### src/rtl/prio_intr_ctrl_pkg.sv
// Shared types and default vector constants for the priority interrupt controller.
package prio_intr_ctrl_pkg;

  typedef enum logic [1:0] {
    IDLE    = 2'd0,
    REQ     = 2'd1,
    ACK     = 2'd2,
    SERVICE = 2'd3
  } state_t;

  localparam logic [7:0] DEF_VEC_BASE   = 8'h08;
  localparam logic [7:0] DEF_VEC_STRIDE = 8'h08;

endpackage

### src/rtl/prio_intr_ctrl_prio_encoder.sv
// Fixed-priority selector: lowest set index wins, index 0 is highest priority.
module prio_encoder #(
  parameter int N     = 4,
  parameter int IDX_W = (N > 1) ? $clog2(N) : 1
) (
  input  logic [N-1:0]     req,
  output logic [IDX_W-1:0] idx,
  output logic             valid
);

  // Scan from the top down so the last hit (lowest index) sticks.
  always_comb begin
    idx   = '0;
    valid = 1'b0;
    for (int i = N - 1; i >= 0; i--) begin
      if (req[i]) begin
        idx   = IDX_W'(i);
        valid = 1'b1;
      end
    end
  end

endmodule

### src/rtl/prio_intr_ctrl.sv
// Edge-triggered, fixed-priority, non-nesting interrupt controller with an
// IDLE/REQ/ACK/SERVICE handshake towards the CPU.
module prio_intr_ctrl
  import prio_intr_ctrl_pkg::*;
#(
  parameter int                   NUM_IRQ    = 4,
  parameter int                   VEC_WIDTH  = 8,
  parameter logic [VEC_WIDTH-1:0] VEC_BASE   = VEC_WIDTH'(DEF_VEC_BASE),
  parameter logic [VEC_WIDTH-1:0] VEC_STRIDE = VEC_WIDTH'(DEF_VEC_STRIDE)
) (
  input  logic                 clk,
  input  logic                 Rst,
  input  logic [NUM_IRQ-1:0]   irq_req,
  input  logic [NUM_IRQ-1:0]   irq_mask,
  input  logic                 int_en,
  input  logic                 inta,
  input  logic                 eoi,
  output logic                 intr,
  output logic [VEC_WIDTH-1:0] vector,
  output logic                 vector_valid,
  output logic [NUM_IRQ-1:0]   in_service
);

  localparam int IDX_W = (NUM_IRQ > 1) ? $clog2(NUM_IRQ) : 1;

  state_t               state, state_nxt;
  logic [NUM_IRQ-1:0]   req_q;
  logic [NUM_IRQ-1:0]   pending;
  logic [NUM_IRQ-1:0]   rise;
  logic [NUM_IRQ-1:0]   eligible;
  logic [NUM_IRQ-1:0]   win_onehot;
  logic [NUM_IRQ-1:0]   clr;
  logic [IDX_W-1:0]     win_idx;
  logic                 win_vld;
  logic                 ack_fire;
  logic                 eoi_fire;
  logic [VEC_WIDTH-1:0] vec_calc;

  assign rise       = irq_req & ~req_q;
  assign eligible   = pending & ~irq_mask;
  assign win_onehot = NUM_IRQ'(1) << win_idx;
  assign clr        = ack_fire ? win_onehot : '0;
  // Arithmetic is done at VEC_WIDTH so the result wraps naturally.
  assign vec_calc   = VEC_BASE + VEC_WIDTH'(win_idx) * VEC_STRIDE;

  prio_encoder #(.N(NUM_IRQ), .IDX_W(IDX_W)) u_prio (
    .req   (eligible),
    .idx   (win_idx),
    .valid (win_vld)
  );

  always_ff @(posedge clk) begin
    if (Rst) state <= IDLE;
    else     state <= state_nxt;
  end

  always_comb begin
    state_nxt = state;
    ack_fire  = 1'b0;
    eoi_fire  = 1'b0;
    case (state)
      IDLE:    if (int_en && win_vld) state_nxt = REQ;
      REQ: begin
        if (!int_en || !win_vld) begin
          state_nxt = IDLE;
        end else if (inta) begin
          state_nxt = ACK;
          ack_fire  = 1'b1;
        end
      end
      ACK:     state_nxt = SERVICE;
      SERVICE: begin
        if (eoi) begin
          state_nxt = IDLE;
          eoi_fire  = 1'b1;
        end
      end
      default: state_nxt = IDLE;
    endcase
  end

  // A fresh edge on the line being acknowledged re-arms it (set wins).
  always_ff @(posedge clk) begin
    if (Rst) begin
      req_q        <= '0;
      pending      <= '0;
      intr         <= 1'b0;
      vector       <= '0;
      vector_valid <= 1'b0;
      in_service   <= '0;
    end else begin
      req_q        <= irq_req;
      pending      <= (pending & ~clr) | rise;
      intr         <= (state_nxt == REQ);
      vector_valid <= ack_fire;
      if (ack_fire) begin
        vector     <= vec_calc;
        in_service <= win_onehot;
      end else if (eoi_fire) begin
        in_service <= '0;
      end
    end
  end

endmodule
### config.mk
export PLATFORM = sky130hd
export DESIGN_NAME = prio_intr_ctrl
export DESIGN_NICKNAME = d
export VERILOG_FILES = /design/src/rtl/prio_intr_ctrl_pkg.sv /design/src/rtl/prio_intr_ctrl_prio_encoder.sv /design/src/rtl/prio_intr_ctrl.sv
export SDC_FILE = /design/constraint.sdc
export NUM_CORES = 1
export LEC_CHECK = 0
export BUFFER_PORTS_ARGS = -buffer_cell sky130_fd_sc_hd__clkbuf_2
export CAP_MARGIN = 20
export CORE_ASPECT_RATIO = 1.1
export CORE_MARGIN = 4
export CORE_UTILIZATION = 52
export CTS_BUF_LIST = sky130_fd_sc_hd__clkbuf_4 sky130_fd_sc_hd__clkbuf_8
export CTS_CLUSTER_DIAMETER = 60
export DETAILED_ROUTE_END_ITERATION = 10
export PLACE_DENSITY = 0.81
export SETUP_SLACK_MARGIN = 0.5
export SKIP_LAST_GASP = 1
export SYNTH_ARGS = -nofsm -noshare
export SYNTH_HDL_FRONTEND = slang
export SYNTH_SLANG_ARGS = --single-unit
### constraint.sdc
create_clock -name clk -period 2 [get_ports clk]
set_input_delay 0.1 -clock clk [delete_from_list [all_inputs] [get_ports clk]]
set_output_delay 0.1 -clock clk [all_outputs]
set_load 0.005 [all_outputs]
==> run_results.csv <==
group,metric,value,unit
outcome,outcome,"completed",
detailed_routing,postRouteAntennaNets,0,
detailed_routing,routed_wl,2140,um
logic_synthesis,synthArstFlopShare,0,%
detailed_routing,avgRoutedWirePerCell,14.6,um
power_and_ir_drop,sw_frac_of_total,27.5,%
sta,rsz0062_at_grt,"true",
detailed_routing,drtIter0Drc,4,
logic_synthesis,ys_seq_elements,19,
worst_hold_path,hold_class,"input pin to flip-flop",
detailed_routing,drcViolationCount,0,
worst_setup_path,regToRegEndpoint,"vector[5]",
logic_synthesis,yosysWarningCount,0,
sta,slew_violations,0,
logic_synthesis,synth_edf_count,0,
logic_synthesis,synth_cells,96,
die,die_area,2430,um^2
worst_setup_path,start_kind,"flip-flop",
worst_setup_path,cp_max_fo,4,
logic_synthesis,synth_top_area_share,42.9,%
layout,stdcell_area,1210,um^2
worst_setup_path,r2r-start,"pending[0]",
logic_synthesis,synth_area_per_cell,9.24,um^2
sta,finalSetupTns,0,ps
power_and_ir_drop,powerDensity,640,nW/um^2
worst_setup_path,r2r_slack,400,ps
logic_synthesis,yosysSeqAreaShare,42.9,%
placed_design,portBuffers,21,
layout,final_nets,147,
placed_design,gp_congestion,0.774,
logic_synthesis,ys_top_cells_by_area,"dfxtp_1, ha_1, o31ai_1",
detailed_routing,vias,798,
cts,htreeDepth,1,
layout,diodes,0,
power_and_ir_drop,clkPwrFrac,27.2,%
worst_setup_path,timing.critical_path.to_type,"flip-flop",
grt,grt_max_degree,20,
grt,grt-ovfl-total,0,
die,core,1600,um^2
grt,grt_pass1_vias,715,
logic_synthesis,syn_area,887,um^2
logic_synthesis,synth_area_leader_cell,"dfxtp_1",
run,drv_cap,0,
detailed_routing,drt_pass1_iterations,4,
die,initial_core_util,55.6,%
worst_setup_path,cp-endpoint,"vector[5]",
sta,skew,3.50,ps
sta,finalCriticalPeriod,1600,ps
worst_setup_path,cp_data_arrival_time,1840,ps
logic_synthesis,ys.flop_type,"dfxtp_1",
worst_setup_path,worstPathRequired,2240,ps
cts,worstSkewPairLatency,300,ps
die,rows,15,
sta,holdWs,19.5,ps
placed_design,dp_hpwl,1260,um
power_and_ir_drop,comb_power_share,21.0,%
die,io_pins,27,
cts,path_clk_slew,110,ps
power_and_ir_drop,p_int,561,uW
layout,drive_gt1_share,51.9,%
cts,clock_sinks,19,
power_and_ir_drop,power.static_leakage,0.525,nW
logic_synthesis,synth_cell_types,30,
sta,fmax,623,MHz
sta,hold_viol,0,
sta,fin_crit_sh,80.2,%
cts,numCtsBuffers,3,
grt,grt_pass1_wl,3020,um
die,die_h,51.3,um
sta,setup_viol,0,
die,dieWidth,47.4,um
worst_setup_path,worst-setup-path-type,"flip-flop to flip-flop",
cts,cts_hold_buf,0,
logic_synthesis,synth_most_common_cell,"dfxtp_1",
grt,antenna_found_initial,0,
power_and_ir_drop,p_switching,212,uW
layout,areaGrowthSynthToFinish,36.2,%
worst_setup_path,ff2ff_path_depth,8,
cts,clockBufferDepth,2,
placed_design,dpl_cell_area,1000,um^2
cts,tritoncts,"done",
detailed_routing,vias_per_cell,5.47,
power_and_ir_drop,pwr-share-seq,51.9,%
worst_setup_path,crit_path_start,"pending[0]",
grt,groute.usage.overall,17.4,%
cts,root_buffer,"clkbuf_4",
power_and_ir_drop,vdd_drop_max,519,uV
logic_synthesis,synth_common_cells,"dfxtp_1, a21oi_1",
## registers in the layout (all words and copies together) (netlist names)
| name | cells |
|---|---|
| state | 2 |
| req_q | 4 |
| pending | 4 |
| in_service | 4 |
| vector_valid | 1 |
| vector | 3 |
| intr | 1 |
## logic make-up after synthesis
logic type	after synthesis	share of synthesized area, %
AOI/OAI and AO/OA	24	17.1
other	1	0.423
buffers and inverters	14	8.04
DFF	19	42.9
and+or+nand+nor	34	26.0
adders and majority gates	4	5.64
## worst min path at each step
stage               slack [ps]        from  cells after the start        to
floorplan                  230  irq_req[0]                      1  req_q[0]
global placement           330  irq_req[2]                      2  req_q[2]
detailed placement         340  irq_req[2]                      2  req_q[2]
CTS                         20  irq_req[0]                      2  req_q[0]
global route                20  irq_req[0]                      2  req_q[0]
finish                      20  irq_req[0]                      2  req_q[0]
## critical path: stages (launching register included)
cell      delay (ps)
dfxtp_2          330
nor2b_4          140
nor2_4           120
o21ai_4           80
inv_2             90
ha_2             200
clkinv_2          60
or4_1            420
o21ai_1           90
## metrics by stage
stage / total power, mW / setup WS, ps / std cells / util [%]
finish: 0.773 / 396 / 146 / 75.8
global route: 0.811 / 339 / 146 / 75.8
CTS: 0.744 / 440 / 142 / 69.3
detailed placement: 0.512 / 373 / 131 / 62.8
global placement: 0.509 / 444 / 131 / 62.8
floorplan: 0.487 / 484 / 100 / -
## layout by cell type, fill, tap and decap left out, types with 2 or more instances in the layout
master / n
a21oi_1: 6
buf_4: 10
clkbuf_2: 21
clkbuf_4: 4
conb_1: 5
dfxtp_1: 15
dfxtp_2: 4
ha_4: 2
inv_1: 2
inv_2: 4
nand2_1: 5
nand2b_1: 6
nor2_4: 2
nor2b_1: 4
nor2b_4: 3
o211ai_1: 2
o21ai_1: 4
o31ai_1: 3
o31ai_2: 3
or4_1: 2
## routing by layer
layer	part of all wire [%]	GRT usage, %
met5	0	0
met4	1.8	8.29
met3	5.8	2.46
met2	52	29.9
met1	41	19.9
## layout make-up
type                            count  area (um^2)
Sequential cell                    19          385
Fill cell                         114          387
Tap cell                           17         21.3
Inverter                            7         27.5
Clock buffer                        4         30.0
Multi-Input combinational cell     67          553
Timing Repair Buffer               32          191
## power groups by stage
stage	registers (mW)	clock network, mW	logic [mW]
after floorplan	0.406	0	0.0810
after global placement	0.407	0	0.102
after detailed placement	0.408	0	0.105
after CTS	0.399	0.216	0.129
after global routing	0.403	0.232	0.176
final	0.401	0.210	0.162
## what timing repair did
| item | CTS | global route |
|---|---|---|
| endpoints found under the setup margin | 8 | 14 |
| buffers inserted | 7 | 4 |
| resized for setup | 6 | 19 |
| pin swaps | 4 | 6 |
(Power assumes the default switching activity.)
